==> config.mk <==
export PLATFORM = sky130hd
export DESIGN_NAME = bcd_down_counter_12b
export DESIGN_NICKNAME = d
export VERILOG_FILES = /design/src/rtl/bcd_pkg.sv /design/src/rtl/bcd_decrementor.sv /design/src/rtl/bcd_down_counter_12b.sv
export SDC_FILE = /design/constraint.sdc
export NUM_CORES = 1
export LEC_CHECK = 0
export CAP_MARGIN = 20
export CORE_MARGIN = 2
export CORE_UTILIZATION = 50
export CTS_CLUSTER_DIAMETER = 60
export DETAILED_ROUTE_END_ITERATION = 10
export GPL_TIMING_DRIVEN = 0
export PLACE_DENSITY = 0.83
export SLEW_MARGIN = 20
export SYNTH_ARGS = -nofsm -noshare
export SYNTH_HDL_FRONTEND = slang
export SYNTH_SLANG_ARGS = --single-unit
==> constraint.sdc <==
create_clock -name clk -period 4.7 [get_ports clk]
set_clock_uncertainty 0.1 [all_clocks]
set_input_delay 0.47 -clock clk [delete_from_list [all_inputs] [get_ports clk]]
set_output_delay 0.47 -clock clk [all_outputs]
set_load 0.05 [all_outputs]
==> src/rtl/bcd_pkg.sv <==
// Shared BCD constants, FSM state encoding and digit sanitising helper for the
// BCD counter family.
package bcd_pkg;

  localparam int unsigned BCD_DIGIT_W   = 4;
  localparam int unsigned BCD_DIGITS    = 3;
  localparam logic [3:0]  BCD_MAX_DIGIT = 4'd9;

  typedef enum logic {
    StIdle = 1'b0,
    StRun  = 1'b1
  } state_e;

  function automatic logic [BCD_DIGIT_W-1:0] clamp_digit(input logic [BCD_DIGIT_W-1:0] d);
    return (d > BCD_MAX_DIGIT) ? BCD_MAX_DIGIT : d;
  endfunction

endpackage

==> src/rtl/bcd_decrementor.sv <==
// One combinational BCD digit stage; chain en/borrow from ones digit upward.
module bcd_decrementor
  import bcd_pkg::*;
(
  input  logic [BCD_DIGIT_W-1:0] in_i,
  input  logic                   en_i,
  output logic                   borrow_o,
  output logic [BCD_DIGIT_W-1:0] out_o
);

  always_comb begin
    out_o    = in_i;
    borrow_o = 1'b0;
    if (en_i) begin
      if (in_i == '0) begin
        out_o    = BCD_MAX_DIGIT;
        borrow_o = 1'b1;
      end else begin
        out_o = in_i - 1'b1;
      end
    end
  end

endmodule

==> src/rtl/bcd_down_counter_12b.sv <==
// Loadable 3-digit packed-BCD countdown counter with start/pause control,
// terminal-count pulse and optional auto-reload.
module bcd_down_counter_12b
  import bcd_pkg::*;
#(
  parameter bit AUTO_RELOAD = 1'b0
) (
  input  logic        clk,
  input  logic        reset,
  input  logic        load,
  input  logic [11:0] load_val,
  input  logic        start,
  input  logic        pause,
  input  logic        tick,
  output logic [11:0] count,
  output logic        busy,
  output logic        done,
  output logic        zero,
  output logic        load_err
);

  localparam int unsigned CountW = BCD_DIGITS * BCD_DIGIT_W;

  state_e            state_q, state_d;
  logic [CountW-1:0] count_q, count_d;
  logic [CountW-1:0] reload_q, reload_d;
  logic              done_q, done_d;
  logic              load_err_q, load_err_d;

  logic [CountW-1:0]     load_clamped;
  logic                  load_bad;
  logic [CountW-1:0]     count_dec;
  logic [BCD_DIGITS-1:0] dig_en;
  logic [BCD_DIGITS-1:0] dig_borrow;
  logic                  count_empty;
  logic                  tick_ok;

  always_comb begin
    load_clamped = '0;
    load_bad     = 1'b0;
    for (int i = 0; i < BCD_DIGITS; i++) begin
      load_clamped[i*BCD_DIGIT_W +: BCD_DIGIT_W] = clamp_digit(load_val[i*BCD_DIGIT_W +: BCD_DIGIT_W]);
      if (load_val[i*BCD_DIGIT_W +: BCD_DIGIT_W] > BCD_MAX_DIGIT) begin
        load_bad = 1'b1;
      end
    end
  end

  for (genvar g = 0; g < BCD_DIGITS; g++) begin : gen_dig
    if (g == 0) begin : gen_first
      assign dig_en[g] = 1'b1;
    end else begin : gen_rest
      assign dig_en[g] = dig_borrow[g-1];
    end
    bcd_decrementor u_dec (
      .in_i     (count_q[g*BCD_DIGIT_W +: BCD_DIGIT_W]),
      .en_i     (dig_en[g]),
      .borrow_o (dig_borrow[g]),
      .out_o    (count_dec[g*BCD_DIGIT_W +: BCD_DIGIT_W])
    );
  end

  // A borrow out of the top digit happens only when every digit is 0.
  assign count_empty = dig_borrow[BCD_DIGITS-1];
  assign tick_ok     = (state_q == StRun) && tick && !pause;

  always_comb begin
    state_d    = state_q;
    count_d    = count_q;
    reload_d   = reload_q;
    done_d     = 1'b0;
    load_err_d = 1'b0;
    if (load) begin
      count_d    = load_clamped;
      reload_d   = load_clamped;
      state_d    = StIdle;
      load_err_d = load_bad;
    end else if (start && (state_q == StIdle)) begin
      if (!count_empty) begin
        state_d = StRun;
      end
    end else if (tick_ok) begin
      if (count_empty) begin
        // Only reachable with auto-reload: the tick after terminal restarts the cycle.
        count_d = reload_q;
        if (reload_q == '0) begin
          state_d = StIdle;
        end
      end else begin
        count_d = count_dec;
        if (count_q == CountW'(1)) begin
          done_d = 1'b1;
          if (!AUTO_RELOAD) begin
            state_d = StIdle;
          end
        end
      end
    end
  end

  always_ff @(posedge clk) begin
    if (reset) begin
      state_q    <= StIdle;
      count_q    <= '0;
      reload_q   <= '0;
      done_q     <= 1'b0;
      load_err_q <= 1'b0;
    end else begin
      state_q    <= state_d;
      count_q    <= count_d;
      reload_q   <= reload_d;
      done_q     <= done_d;
      load_err_q <= load_err_d;
    end
  end

  assign count    = count_q;
  assign busy     = (state_q == StRun);
  assign done     = done_q;
  assign zero     = (count_q == '0);
  assign load_err = load_err_q;

endmodule

# Word level (Yosys, flattened, before mapping)
# Index checks and enable logic that the tools add are counted.
# op_classes
n_lt_le_gt_ge,3
eq_ne,4
bitwise_logic,3
mux,27
add_sub_neg,3
n_reduce_logical,21
# ops
op,count
2-to-1 mux 12 bit,4
2-to-1 mux 4 bit,8
logical NOT 12 bit,2
2-to-1 mux 1 bit,15
== test 12 x 1 -> 1 bit (second input constant),1
greater-than comparator 4 bit (second input constant),3
logical NOT 4 bit,3
subtractor 4 x 1 -> 4 bit (second input constant),3
nonzero test 3 bit,3
AND reduction 3 bit,2
OR reduction 5 bit,1
!= test 2 bit (second input constant),2
AND reduction 4 bit,1
nonzero test 2 bit,2
OR reduction 2 bit,2
logical AND 1 bit,3
!= test 3 x 2 -> 1 bit (second input constant),1
inverter 1 bit,3
AND reduction 2 bit,1
logical NOT 1 bit,1
# totals
reg_bits,27
input_bits,18
elab_cells,68
output_inout_bits,16

# Longest topological paths before layout
# Gate-level depths: netlist of run 1.
# logic_depth
ltp_word,8
mapped_depth,6
depth_no_buf,5

# By module
# Synthesis of run 1 repeated with hierarchy kept, for this count alone.
# unflattened
cells_unflattened,171
hier_area_um2,1534.0
# modules_own_cells
module,cells_per_inst,seq_area_each_um2,instances,area_each_um2
bcd_down_counter_12b,138,540.5,1,1297.5
bcd_decrementor,11,0.0,3,78.8

# Worst setup path after synthesis of run 1
# No wires, ideal clock.
# synth_path
path_type,reg2out
startpoint,"register count_q[8], in the netlist count[8]"
endpoint,output port zero
t_required_ns,4.130
path_stages_with_launch,4
path_buffers,0
arrival_time_ns,1.653
setup_slack_ns,2.477
path_cell_list,dfxtp_1 > nor4_2 > nand3_1 > inv_1
# synth_between
elab_chain_cells,1
# synth_rtl
item,line_no,rtl
from (decl),bcd_down_counter_12b.sv:25,"logic [CountW-1:0] count_q, count_d;"
from (signal assigned),bcd_down_counter_12b.sv:110,count_q <= count_d;
logical NOT 12 bit,bcd_down_counter_12b.sv:120,assign zero = (count_q == '0);
to (decl),bcd_down_counter_12b.sv:18,"output logic zero,"
# No other way between the ends.

# Final worst setup path of run 1
# Same ends and word-level chain as after synthesis.

==> results of run 1 <==
## stage by stage
step / hold slack [ns] / area [um2] / setup slack [ns] / util, % / power (mW)
floorplan: 0.346 / 1420 / 2.48 / - / 0.352
global placement: 0.358 / 1780 / 1.73 / 65.3 / 0.401
detailed placement: 0.373 / 1780 / 1.68 / 65.3 / 0.406
CTS: 0.393 / 1810 / 1.28 / 66.2 / 0.507
global route: 0.423 / 1810 / 1.12 / 66.2 / 0.529
finish: 0.396 / 1810 / 1.24 / 66.2 / 0.510
## flip-flops by register name, indices dropped and copies added (netlist names)
signal and count:
count 12, reload_q 12, busy 1, done 1, load_err 1
## where the power goes
part | switching (mW) | internal (mW)
clock network | 0.0740 | 0.0334
logic | 0.0845 | 0.0583
registers | 0.0175 | 0.242
## worst register-to-register path, stage by stage, from the launching register on
cell	delay (ns)
dfxtp_1	0.41
nor4_2	0.71
nand3_1	0.36
inv_1	0.24
a211o_2	0.16
a221oi_1	0.06
## logic make-up (layout without fill, tap and decap cells)
| family | after synthesis | after routing |
|---|---|---|
| flops | 27 | 27 |
| mux | 4 | 4 |
| simple gates | 72 | 72 |
| compound gates | 53 | 53 |
| xor+xnor | 1 | 1 |
| buf+inv | 12 | 49 |
## final cells by class
class | instances | area, um2 | share of cell area (%)
sequential | 27 | 541 | 29.9
timing repair buffer | 33 | 330 | 18.2
inverter | 5 | 18.8 | 1.04
buffer | 7 | 33.8 | 1.87
clock buffer | 4 | 26.3 | 1.45
tap | 31 | 38.8 | 2.14
multi-input combinational | 130 | 822 | 45.4
## synth_stat cells (2+ instances only)
cell / instances
a221oi_1: 3
o21a_1: 5
nand2b_1: 3
a21oi_1: 17
dfxtp_1: 27
clkbuf_1: 5
nor4_4: 2
nand4_1: 4
inv_1: 5
mux2i_1: 4
nand2_1: 20
nand3_1: 3
nor4_1: 5
nor2_1: 11
a211oi_1: 2
o31a_1: 2
nor4_2: 2
or2_2: 5
o211ai_1: 3
o21ai_0: 10
a31oi_1: 2
nor2b_1: 4
nor3_1: 4
## path summary, 6_finish.rpt
check                                   to  slack (ns)
hold reg to reg   reload_q[4]$_SDFFE_PP0P_        0.40
setup reg to reg     count[8]$_SDFFE_PP0P_        2.55
hold / removal    reload_q[4]$_SDFFE_PP0P_        0.40
setup / recovery                      zero        1.24
## routing by layer
metal	wire, um	vias up	global-route usage [%]
li1	-	707	-
met1	1670	713	32.9
met2	2000	69	44.2
met3	243	15	2.27
met4	153	0	15.3
met5	0	-	0
## layout by cell type, fill, tap and decap left out, types with 5 or more instances in the layout
master and n:
clkbuf_1 6, o21ai_0 10, a21oi_1 17, nand2_1 20, dfxtp_1 27, nor2_1 11, nor4_1 5, clkdlybuf4s50_1 33
inv_1 5, o21a_1 5, or2_2 5
==> impl_metrics.py, run 1 <==
metrics = {
    "critical_path": {
        "critPathBufInv": 2,
        "cpLargestDelayFamily": "buffers and inverters",
        "startpoint_type": "register",
        "crit_cells": 4,
        "r2r_cells": 5,
        "worstPathRequired_ns": 4.13,
        "slowest_delay_ns": 0.84,
        "end_kind": "output pin",
        "critPathSlowestCell": "clkdlybuf4s50_1",
        "path_cells": "nor4_2 > nand3_1 > inv_1 > clkdlybuf4s50_1",
        "arrival_ns": 2.89,
        "timing.rr.start": "count[8]$_SDFFE_PP0P_",
        "path_class": "register to output pin",
        "crit_fanout": 8,
        "crit_start": "count[8]$_SDFFE_PP0P_",
    },
    "sta": {
        "max_freq_mhz": 289,
        "min_period_ns": 3.46,
        "slew_headroom_pct": 50.2,
        "worst_pin_slew_ns": 0.740,
        "fin_crit_sh_pct": 73.6,
        "rsz0062_at_grt": "false",
        "setup_violations": 0,
        "hold_viol": 0,
        "finalMaxSlewViolations": 0,
        "finalSetupTns_ns": 0,
    },
    "global_route": {
        "grt_pass1_wl_mm": 6.64,
        "antenna_found_initial": 0,
        "grt_pass1_vias": 1472,
        "grt_max_degree": 15,
        "grt_util_all_layers_pct": 26.3,
        "grt-ovfl-total": 0,
    },
    "yosys": {
        "synth_cells": 169,
        "synth_compound_area_share_pct": 24.5,
        "ys.flop_type": "dfxtp_1",
        "async_flop_share_pct": 0,
        "yosys-top-cells-area": "dfxtp_1, a21oi_1, nand2_1",
        "synth_top_family_by_area": "simple AND/OR/NAND/NOR gates",
        "synth_xor_xnor_area_share_pct": 0.619,
        "yosys_warnings": 0,
        "synth_fa_ha_area_share_pct": 0,
        "synth_edf_count": 0,
        "syn_nets": 187,
        "synthSimpleGateAreaFrac_pct": 30.2,
        "syn_area_um2": 1420,
        "synth_top_area_cell": "dfxtp_1",
        "synth.mux.area_fraction_pct": 2.83,
        "synth_top_area_share_pct": 38.2,
        "ys_types": 44,
        "ys_ff_latch": 27,
        "synth.avg_cell_area_um2": 8.37,
        "yosysSeqAreaShare_pct": 38.2,
    },
    "status": {
        "status": "finished clean",
    },
    "floorplanning": {
        "num_io_pins": 34,
        "core_area_um2": 2730,
        "die_h_um": 57.2,
        "dieArea_um2": 3270,
        "die_w_um": 57.2,
        "row_count": 19,
        "initial_core_util_pct": 51.8,
    },
    "clocking": {
        "clkLatencyLatePin_ns": 0.34,
        "cts_hold_buf": 0,
        "clkSlewWorstSetupHoldPaths_ns": 0.16,
        "cts_tree": "built",
        "h-tree-depth": 1,
        "cts_buffer_depth": 2,
        "post_cts_buffers": 0,
        "clockRootBuffer": "clkbuf_4",
        "cts.sinks": 27,
        "cts_repair_resize_count": 0,
        "cts-buffers-inserted": 3,
    },
    "min_path": {
        "hold_depth": 2,
        "worstHoldStart": "reload_q[4]$_SDFFE_PP0P_",
        "hold_class": "register to register",
    },
    "place": {
        "port_buffers": 33,
        "dpl.cell_count": 233,
        "hpwlAfterDp_mm": 3.11,
        "gp_congestion": 0.878,
    },
    "detailed_routing": {
        "drt_iter0_drc": 81,
        "ant_nets": 0,
        "route.detailed.drc": 0,
        "firstDrtPassIters": 4,
        "vias": 1504,
        "vias_per_cell": 6.35,
        "drt_wl_total_mm": 4.07,
        "wire_per_inst_um": 17.2,
    },
    "layout": {
        "nFillCells": 237,
        "drive_gt1_share_pct": 8.74,
        "num_antenna_cells": 0,
        "instances_no_fill": 237,
        "syn2layout_area_growth_pct": 27.9,
        "layout.nets": 225,
    },
    "pwr": {
        "leakage_nw": 0.638,
        "ir_drop_uv": 241,
        "powerDensity_nw_per_um2": 282,
    },
    "job": {
        "cap_viol_max_count": 0,
    },
}
(Power assumes the default switching activity.)
==> run 2, diff against run 1 <==
Settings changed: CORE_UTILIZATION 50 to 44, PLACE_DENSITY 0.83 to 0.78.
Clock period 4.7 ns to 3 ns, I/O delays scaled along.
==> run 2 against run 1 <==
- critical path depth stayed put
- via count is 1.0% lower
- final area is 1.6% higher
- sequential share of layout area is 0.47 points lower
==> impl_metrics.py, run 2 (synthesis results as in run 1) <==
metrics = {
    "status": {
        "status": "finished clean",
    },
    "layout": {
        "drive_gt1_share_pct": 9.22,
        "num_antenna_cells": 0,
        "syn2layout_area_growth_pct": 30.0,
        "final_common_cell": "clkdlybuf4s50_1",
        "post-route-cell-area_um2": 1840,
        "layout.nets": 225,
        "instances_no_fill": 250,
        "utilization_pct": 60.2,
        "final_cell_mix": "clkdlybuf4s50_1, dfxtp_1, nand2_1",
    },
    "critical_path": {
        "slowest_delay_ns": 0.53,
        "startpoint_type": "register",
        "crit_fanout": 8,
        "end_kind": "output pin",
        "path_class": "register to output pin",
        "critPathSlowestCell": "nor4_4",
        "arrival_ns": 2.20,
        "cpLargestDelayFamily": "simple AND/OR/NAND/NOR gates",
        "critPathBufInv": 2,
        "worstPathRequired_ns": 2.60,
        "path_cells": "nor4_4 > nand3_1 > inv_1 > dlymetal6s2s_1",
    },
    "clocking": {
        "h-tree-depth": 1,
        "cts_buffer_depth": 2,
        "clkSlewWorstSetupHoldPaths_ns": 0.16,
        "cts.sinks": 27,
        "cts-buffers-inserted": 3,
        "clockRootBuffer": "clkbuf_4",
        "post_cts_buffers": 0,
        "clkLatencyLatePin_ns": 0.32,
        "cts_tree": "built",
    },
    "floorplanning": {
        "row_count": 20,
        "dieArea_um2": 3690,
        "die_w_um": 60.7,
        "die_h_um": 60.7,
        "core_area_um2": 3050,
        "initial_core_util_pct": 46.4,
        "num_io_pins": 34,
    },
    "pwr": {
        "leakage_nw": 0.660,
        "power_mw": 0.791,
        "powerDensity_nw_per_um2": 430,
        "ir_drop_uv": 222,
    },
    "sta": {
        "setup_violations": 0,
        "timing.final.ws_setup_ns": 0.404,
        "hold_viol": 0,
        "finalSetupTns_ns": 0,
        "min_period_ns": 2.60,
        "fin_crit_sh_pct": 86.5,
        "finalMaxSlewViolations": 0,
        "whs_ns": 0.391,
        "slew_headroom_pct": 59.7,
        "rsz0062_at_grt": "false",
        "max_freq_mhz": 385,
        "worst_pin_slew_ns": 0.602,
    },
    "place": {
        "gp_congestion": 0.873,
        "dp_slack_ns": 0.198,
        "post_dp_cell_area_um2": 1800,
        "hpwlAfterDp_mm": 2.96,
        "port_buffers": 33,
        "dpl.cell_count": 246,
    },
    "detailed_routing": {
        "drt_iter0_drc": 80,
        "vias": 1489,
        "dr_wl_met2_mm": 1.94,
        "top_layer_used": "met4",
        "firstDrtPassIters": 4,
        "m1WireLength_mm": 1.74,
        "ant_nets": 0,
        "vias_per_cell": 5.96,
        "dr_wl_met3_um": 302,
        "drt_wl_total_mm": 4.01,
        "route.detailed.drc": 0,
        "wire_per_inst_um": 16.1,
    },
    "job": {
        "cap_viol_max_count": 0,
    },
    "global_route": {
        "grt_max_degree": 16,
        "antenna_found_initial": 0,
        "grt-ovfl-total": 0,
        "grt_pass1_wl_mm": 6.44,
        "grt_pass1_vias": 1414,
        "grt_util_all_layers_pct": 23.0,
    },
    "min_path": {
        "hold_class": "register to register",
    },
}
run 2: changes by cell type in the layout (fill, tap and decap cells not counted):
cell / previous run / this run
clkbuf_1: 6 / 5
nor4_4: 2 / 3
nor4_2: 2 / 1
clkdlybuf4s50_1: 33 / 32
clkinv_2: 0 / 1
dlymetal6s2s_1: 0 / 1
run 2: worst reg2reg max path, stage by stage, from the launching register on:
cell     delay, ns
dfxtp_1       0.42
nor4_4        0.52
nand3_2       0.23
or4_1         0.51
a31oi_1       0.16
run 2: layout make-up:
type	instances	area, um2
Fill cell	292	1210
Multi-Input combinational cell	130	831
Sequential cell	27	541
Timing Repair Buffer	33	333
Tap cell	44	55.1
Buffer	7	33.8
Clock buffer	3	22.5
Inverter	5	18.8
Clock inverter	1	5.00
run 2: power by group:
| part | leakage, nW | switching, mW | total [mW] | internal, mW |
|---|---|---|---|---|
| registers | 0.222 | 0.0293 | 0.409 | 0.380 |
| logic | 0.420 | 0.132 | 0.224 | 0.0924 |
| clock network | 0.0177 | 0.108 | 0.158 | 0.0498 |
run 2: routing by layer:
metal / up-vias / global-route usage [%]
li1: 708 / -
met1: 710 / 30.8
met2: 66 / 37.2
met3: 5 / 4.26
met4: 0 / 8.07
met5: - / 0
run 2: timing repair:
action | CTS | global route
pin swaps | 0 | 0
gates resized for setup | 1 | 1
hold buffers | 0 | 0
setup endpoints to repair | 1 | 1
run 2: final timing paths:
kind | start | endpoint | slack, ns | cells after the start
max | count[8]$_SDFFE_PP0P_ | zero | 0.40 | 4
min | reload_q[4]$_SDFFE_PP0P_ | reload_q[4]$_SDFFE_PP0P_ | 0.39 | 2
max reg2reg | count[4]$_SDFFE_PP0P_ | count[9]$_SDFFE_PP0P_ | 0.99 | 4
min reg2reg | reload_q[4]$_SDFFE_PP0P_ | reload_q[4]$_SDFFE_PP0P_ | 0.39 | 2
